**config.mk**
```make
export PLATFORM = sky130hd
export DESIGN_NAME = maxpool_stream_ctrl
export DESIGN_NICKNAME = d
export VERILOG_FILES = /design/src/rtl/maxpool_stream_ctrl.sv
export SDC_FILE = /design/constraint.sdc
export NUM_CORES = 1
export LEC_CHECK = 0
export BUFFER_PORTS_ARGS = -buffer_cell sky130_fd_sc_hd__buf_4
export CAP_MARGIN = 20
export CELL_PAD_IN_SITES_DETAIL_PLACEMENT = 2
export CELL_PAD_IN_SITES_GLOBAL_PLACEMENT = 2
export CORE_MARGIN = 4
export CORE_UTILIZATION = 45
export CTS_CLUSTER_SIZE = 16
export DETAILED_ROUTE_END_ITERATION = 10
export PLACE_DENSITY_LB_ADDON = 0.12
export RECOVER_POWER = 100
export SLEW_MARGIN = 20
export SYNTH_ARGS = -nofsm -noshare
export SYNTH_HDL_FRONTEND = slang
export SYNTH_SLANG_ARGS = --single-unit
```
**constraint.sdc**
```tcl
create_clock -name clk -period 8.9 [get_ports clk]
set_clock_uncertainty 0.1 [all_clocks]
set_input_delay 1.335 -clock clk [delete_from_list [all_inputs] [get_ports clk]]
set_output_delay 1.335 -clock clk [all_outputs]
set_load 0.01 [all_outputs]
```
**src/rtl/maxpool_stream_ctrl.sv**
```systemverilog
// Streaming 2x2 stride-2 max-pool sequencer.
// Pixels arrive in raster order (channel, row, column). A pair register holds
// the even-column pixel, a half-width line buffer holds the horizontal pair
// maxima of the even row, and the odd-row/odd-column pixel completes a window
// whose maximum is loaded into a valid/ready output register.
module maxpool_stream_ctrl #(
  parameter int DATA_WIDTH = 16,
  parameter int InputH     = 28,
  parameter int InputW     = 28,
  parameter int Depth      = 1
) (
  input  logic                  clk,
  input  logic                  reset,
  input  logic                  start,
  input  logic [DATA_WIDTH-1:0] in_data,
  input  logic                  in_valid,
  output logic                  in_ready,
  output logic [DATA_WIDTH-1:0] out_data,
  output logic                  out_valid,
  input  logic                  out_ready,
  output logic                  busy,
  output logic                  done
);

  localparam int HalfW = InputW / 2;
  localparam int ColW  = $clog2(InputW);
  localparam int RowW  = $clog2(InputH);
  localparam int ChW   = (Depth > 1) ? $clog2(Depth) : 1;

  typedef enum logic [1:0] {IDLE, RUN, DRAIN} stateE;

  stateE                 stateReg;
  stateE                 stateNext;
  logic [ColW-1:0]       colReg;
  logic [RowW-1:0]       rowReg;
  logic [ChW-1:0]        chReg;
  logic [DATA_WIDTH-1:0] pairReg;
  logic [DATA_WIDTH-1:0] lineBuf [HalfW];
  logic [DATA_WIDTH-1:0] outDataReg;
  logic                  outValidReg;

  logic [ColW-1:0]       halfCol;
  logic [DATA_WIDTH-1:0] lineRd;
  logic [DATA_WIDTH-1:0] pairMax;
  logic [DATA_WIDTH-1:0] windowMax;
  logic                  accept;
  logic                  completing;
  logic                  lastCol;
  logic                  lastRow;
  logic                  lastCh;

  // Signed maximum; on a tie both operands are equal, so either is correct.
  function automatic logic [DATA_WIDTH-1:0] smax(input logic [DATA_WIDTH-1:0] a,
                                                 input logic [DATA_WIDTH-1:0] b);
    return ($signed(a) > $signed(b)) ? a : b;
  endfunction

  assign halfCol    = colReg >> 1;
  assign completing = rowReg[0] & colReg[0];
  assign lastCol    = (colReg == ColW'(InputW - 1));
  assign lastRow    = (rowReg == RowW'(InputH - 1));
  assign lastCh     = (chReg == ChW'(Depth - 1));
  assign accept     = in_valid & in_ready;
  assign pairMax    = smax(pairReg, in_data);
  assign windowMax  = smax(lineRd, pairMax);

  assign out_data  = outDataReg;
  assign out_valid = outValidReg;
  assign busy      = (stateReg != IDLE);

  // Line buffer read: select the entry for the current column pair.
  always_comb begin
    lineRd = '0;
    for (int i = 0; i < HalfW; i++) begin
      if (halfCol == ColW'(i)) begin
        lineRd = lineBuf[i];
      end
    end
  end

  // State register.
  always_ff @(posedge clk) begin
    if (reset) begin
      stateReg <= IDLE;
    end else begin
      stateReg <= stateNext;
    end
  end

  // Next state, input handshake and end-of-frame pulse.
  always_comb begin
    stateNext = stateReg;
    in_ready  = 1'b0;
    done      = 1'b0;
    case (stateReg)
      IDLE: begin
        if (start) begin
          stateNext = RUN;
        end
      end
      RUN: begin
        // Only the window-completing pixel can be blocked by a full output.
        in_ready = ~completing | ~outValidReg | out_ready;
        if (in_valid && in_ready && lastCol && lastRow && lastCh) begin
          stateNext = DRAIN;
        end
      end
      DRAIN: begin
        if (~outValidReg | out_ready) begin
          done      = 1'b1;
          stateNext = IDLE;
        end
      end
      default: begin
        stateNext = IDLE;
      end
    endcase
  end

  // Column/row/channel counters advance once per accepted pixel.
  always_ff @(posedge clk) begin
    if (reset) begin
      colReg <= '0;
      rowReg <= '0;
      chReg  <= '0;
    end else if (stateReg == IDLE && start) begin
      colReg <= '0;
      rowReg <= '0;
      chReg  <= '0;
    end else if (accept) begin
      if (lastCol) begin
        colReg <= '0;
        if (lastRow) begin
          rowReg <= '0;
          chReg  <= lastCh ? '0 : chReg + ChW'(1);
        end else begin
          rowReg <= rowReg + RowW'(1);
        end
      end else begin
        colReg <= colReg + ColW'(1);
      end
    end
  end

  // Pair register captures the even-column pixel of each horizontal pair.
  always_ff @(posedge clk) begin
    if (reset) begin
      pairReg <= '0;
    end else if (accept && !colReg[0]) begin
      pairReg <= in_data;
    end
  end

  // Line buffer entries: even-row pair maxima, one register per column pair.
  generate
    for (genvar gi = 0; gi < HalfW; gi++) begin : gLineBuf
      always_ff @(posedge clk) begin
        if (reset) begin
          lineBuf[gi] <= '0;
        end else if (accept && colReg[0] && !rowReg[0] && halfCol == ColW'(gi)) begin
          lineBuf[gi] <= pairMax;
        end
      end
    end
  endgenerate

  // Output register: load on window completion, otherwise drain on out_ready.
  always_ff @(posedge clk) begin
    if (reset) begin
      outDataReg  <= '0;
      outValidReg <= 1'b0;
    end else if (accept && completing) begin
      outDataReg  <= windowMax;
      outValidReg <= 1'b1;
    end else if (out_ready) begin
      outValidReg <= 1'b0;
    end
  end

endmodule
```
=== After elaboration in Yosys (flattened, before gate mapping) ===
Memory sizes are Yosys's and may differ from the RTL's.
Cells that the tools add are included.
Widths: inputs -> output; s select.

* Eq/ne operators: 20
* Reductions and logical operators: 33
* Magnitude comparators: 2
* Add/subtract/negate cells: 3
* Bitwise logic cells: 22
* Muxes and demuxes: 86

{| class="wikitable"
|+ Operator list
! operator !! number
|-
| $mux 16 || 30
|-
| $mux 1 || 50
|-
| $gt 16x16->1 || 2
|-
| $eq 4x4->1 const B || 6
|-
| $logic_and 1x1->1 || 23
|-
| $or 1x1->1 || 17
|-
| $eq 4x3->1 const B || 4
|-
| $add 5x1->5 const B || 2
|-
| $eq 5x5->1 const B || 2
|-
| $mux 5 || 2
|-
| $eq 4x2->1 const B || 2
|-
| $mux 2 || 3
|-
| $ne 2x2->1 const B || 3
|-
| $pmux 2 s3 || 1
|-
| $reduce_and 3->1 || 2
|-
| $logic_not 5->1 || 1
|-
| $eq 4x1->1 const B || 1
|-
| $reduce_bool 2->1 || 2
|-
| $not 1->1 || 3
|-
| $and 1x1->1 || 2
|-
| $eq 2x1->1 const B || 1
|-
| $eq 2x2->1 const B || 1
|-
| $logic_not 1->1 || 2
|-
| $logic_not 2->1 || 1
|-
| 3 further kinds || 3
|}

* Bits in registers: 46
* Bits in writable memories: 224
* Output and inout port bits: 20
* Logic and storage cells: 174
* Input port bits: 21
* Memories kept: 1

{| class="wikitable"
|+ Memory list
! name !! depth !! width !! rd ports !! clocked after memory_dff !! write ports !! RTL line !! source
|-
| lineBuf || 14 || 16 || 14 || 0 || 14 || 38 || <nowiki>logic [DATA_WIDTH-1:0] lineBuf [HalfW];</nowiki>
|}

=== Depth between registers and ports, before layout ===
* Depth after elaboration: 17
* Gate-level depth with buffers: 21
* Mapped depth without buffers: 15

=== Least setup slack after synthesis ===
No wires, ideal clock.

* Kind: input to register
* Start point: input port in_data[15]
* End point: register outDataReg[3], in the netlist out_data[3]
* Required time: 8,683 ps
* Data arrival time: 5,263 ps
* Buffers on the path: 5
* Library setup time: 117 ps
* Stages on the path: 19
* Path slack: 3,420 ps
* Path through: inv_1 ha_1 or3b_1 buf_6 a2bb2oi_1 o41a_1 clkbuf_1 o31a_1 buf_6 mux2i_4 buf_2 ha_1 and3_1 a211oi_1 a21boi_0 o31ai_1 clkbuf_1 o221ai_1 a32o_1

* Longest elaborated chain between the ends: 4

{| class="wikitable"
|+ RTL lines
! what !! RTL line !! source
|-
| from (decl) || 15 || <nowiki>input logic [DATA_WIDTH-1:0] in_data,</nowiki>
|-
| $gt 16x16->1 || 55 || <nowiki>return ($signed(a) > $signed(b)) ? a : b;</nowiki>
|-
| $mux 16 * || 55 ||
|-
| $gt 16x16->1 || 55 ||
|-
| $mux 16 * || 55 ||
|-
| to (signal assigned) || 173 || <nowiki>outDataReg <= windowMax;</nowiki>
|-
| to (decl) || 39 || <nowiki>logic [DATA_WIDTH-1:0] outDataReg;</nowiki>
|}

Mark *: on every way between the ends. The rest lies on a longest branch, timed or not.
A chain may end at the register's enable or synchronous reset.

=== Worst setup path after layout ===
* Start point: register colReg[1]
* End point: register outDataReg[15], in the netlist out_data[15]

* Longest elaborated chain between the ends: 17
* Elaborated cells on any way between the ends: 30
* Classes of those cells: order compare: 1; eq/ne: 13; mux: 15; reduce/logical: 1

{| class="wikitable"
|+ RTL lines
! what !! RTL line !! source
|-
| from (decl) || 34 || <nowiki>logic [ColW-1:0] colReg;</nowiki>
|-
| from (signal assigned) || 140 || <nowiki>colReg <= colReg + ColW'(1);</nowiki>
|-
| $logic_not 5->1 || 75 || <nowiki>if (halfCol == ColW'(i)) begin</nowiki>
|-
| $mux 16 (13 in series) || 75 ||
|-
| $mux 16 * || 75 ||
|-
| $gt 16x16->1 || 55 ||
|-
| $mux 16 * || 55 ||
|}

Marked as above.

==> reports/qor.txt <==
outcome - finished with violations
failing checks - max-capacitance violations, max-slew violations
Nets - 1311
H-tree Lvls - 1
Worst Tran Pin Value - 2.277 ns
Post-CTS Setup Inserts - 0
Hold-fix buffers, CTS - 0
crit-path max FO - 42
Place WS - 2.611 ns
clk_lat worst skew - 0.56 ns
Hold Path Class - flip-flop to flip-flop
Avg Inst Size Synth - 10.68 um^2
io pins - 41
Synth area leaders - edfxtp_1 50%, nor2_1 7.2%, dfxtp_1 6.7%, ha_1 3.2%, nand2_1 2.8%
starting density of the core - 45.58%
synth-to-layout area growth - 9.388%
Final ANT Viol Nets - 0
PD cells - 198.5 mW/mm^2
largest net degree at the start of global routing - 47
CTS tree - done
Post-synth ARST share - 0%
FF+latch count, synth - 269
Fin Setup TNS - 0 ns
Port Buffers - 40
hold violation count in the final report - 0
root buf cell - clkbuf_16
# setup viols final - 0
Max-Cap Viols - 6
Crit. End Element - flip-flop
drt pass-1 iters - 5
first-pass GRT wire length - 76760 um
Clock Path Buffers - 3
Inserted Diodes - 0
Cell Area, Synth - 0.01347 mm^2
# DRC - 0
final worst-path cycle share - 79.58%
clk sinks - 269
Tmin final - 7.082 ns
Core Rows - 63
CP Data Arrival Time - 7.43 ns
CP Class - flip-flop to flip-flop
number of synthesized flops with an enable pin - 224
count leader, synth - nor2_1
core region area - 0.02956 mm^2
worst reg-to-reg setup slack - 1.82 ns
GRT overflow - 0
final worst slack - 1.818 ns
Via Count - 10750
Most used DFF post-synth - edfxtp_1
die width - 181.0 um
Worst VDD drop - 0.0001719 V
sequential area share after synthesis - 56.61%
Post-Syn Nets - 1317
placer's final routability congestion estimate - 0.8672
Synth Instances - 1262
Fillers - 2995
register clock-pin slew on the reported worst setup and hold paths - 0.06 ns
Routed Wire Length - 51670 um
post-cts sizing count - 0
share of the synthesized area in the top cell type - 49.92%
Leakage - 5.150 nW
Slew Limit Fails - 144
Fmax achieved - 141.2 MHz
CP required - 9.25 ns
RSZ-0062 raised after global routing - false
Worst setup SP type - flip-flop
wire per inst - 30.94 um
Synth Warn # - 0
Die Y - 181.0 um
die area - 0.03278 mm^2
area leader, netlist - edfxtp_1
iteration-0 DRC count of the detailed router - 1029
initial antenna violation count - 0
Distinct cells, synth - 77
synth cell count leaders - 260 x nor2_1, 224 x edfxtp_1, 101 x nand2_1
vias per cell - 6.438
GRT Util Overall - 31.03%
Inserted Clock Buffers - 31
number of global-route vias before repair - 11470
share of cells above drive strength 1 - 9.063%
Max-slew headroom - -51.83%
hpwl dp - 34500 um
-- cells by family after synthesis --
family	Yosys count	synth area share (%)
simple gates	518	17.65
compound gates	263	14.04
buf+inv	131	4.271
flops	269	56.61
mux	47	4.272
fa+ha+maj	34	3.157
-- where the power goes --
part / switching, mW / internal, mW
Combinational: 0.199 / 0.0719
Clock: 0.525 / 0.700
Sequential: 0.0212 / 1.41
Total: 0.745 / 2.18
-- layout make-up --
class | count | area (um^2) | share of cell area [%]
sequential | 269 | 7634 | 51.79
multi-input combinational | 862 | 5197 | 35.26
clock buffer | 40 | 819.5 | 5.560
tap | 390 | 488.0 | 3.311
timing repair buffer | 63 | 364.1 | 2.470
clock inverter | 17 | 127.6 | 0.8659
inverter | 29 | 108.9 | 0.7385
-- registers in the layout (all words and copies together) (netlist names) --
| register | flops |
|---|---|
| lineBuf | 224 |
| out_data | 16 |
| pairReg | 16 |
| colReg | 5 |
| rowReg | 5 |
| stateReg | 2 |
| out_valid | 1 |
-- cell usage in the layout, fill, tap and decap left out, drive strengths merged, types with 17 or more instances in the layout --
| cell | synthesis | final |
|---|---|---|
| a22oi | 18 | 18 |
| clkbuf | 63 | 71 |
| ha | 34 | 34 |
| inv | 29 | 29 |
| nand2b | 17 | 17 |
| a21oi | 55 | 55 |
| buf | 39 | 32 |
| o21ai | 47 | 47 |
| edfxtp | 224 | 224 |
| nand2 | 101 | 101 |
| mux2i | 30 | 30 |
| nor2 | 263 | 263 |
| nand3 | 35 | 35 |
| nor2b | 22 | 22 |
| dfxtp | 45 | 45 |
-- per-layer routing --
layer / track usage (%) / part of all wire (%)
met3: 5.013 / 7.1
met4: 10.39 / 4.0
met2: 51.32 / 48
met5: 0 / 0
met1: 41.94 / 41
-- metrics by stage --
step | utilization, % | hold slack, ns | power, mW | instances | cell area (um^2)
final | 49.86 | 0.3739 | 2.926 | 1670 | 14740
after global routing | 49.86 | 0.3961 | 3.007 | 1670 | 14740
after CTS | 50.46 | 0.3757 | 2.934 | 1668 | 14920
after detailed placement | 47.26 | 0.3685 | 1.732 | 1611 | 13970
after global placement | 47.26 | 0.3479 | 1.715 | 1611 | 13970
after floorplan | - | 0.3365 | 1.621 | 1262 | 13470
-- final timing paths --
path	start	cells after the start	end
worst max-delay path	colReg[1]$_SDFFE_PP0P_	12	out_data[15]$_SDFFE_PP0P_
worst min-delay path	rowReg[4]$_SDFFE_PP0P_	2	rowReg[4]$_SDFFE_PP0P_
worst max register to register	colReg[1]$_SDFFE_PP0P_	12	out_data[15]$_SDFFE_PP0P_
worst min register to register	rowReg[4]$_SDFFE_PP0P_	2	rowReg[4]$_SDFFE_PP0P_
-- worst max-delay path, stage by stage, from the launching register on --
cell and delay, ns:
dfxtp_2 0.77, clkbuf_1 1.68, nand2b_1 1.01, o221ai_1 0.71
o211ai_1 0.34, and2_1 0.23, ha_1 0.29, nand2_1 0.08
nor4_1 0.42, a21boi_0 0.33, o31a_1 0.50, a21oi_1 0.16
a211oi_1 0.29
No activity file was read; power rests on OpenSTA's default activity.
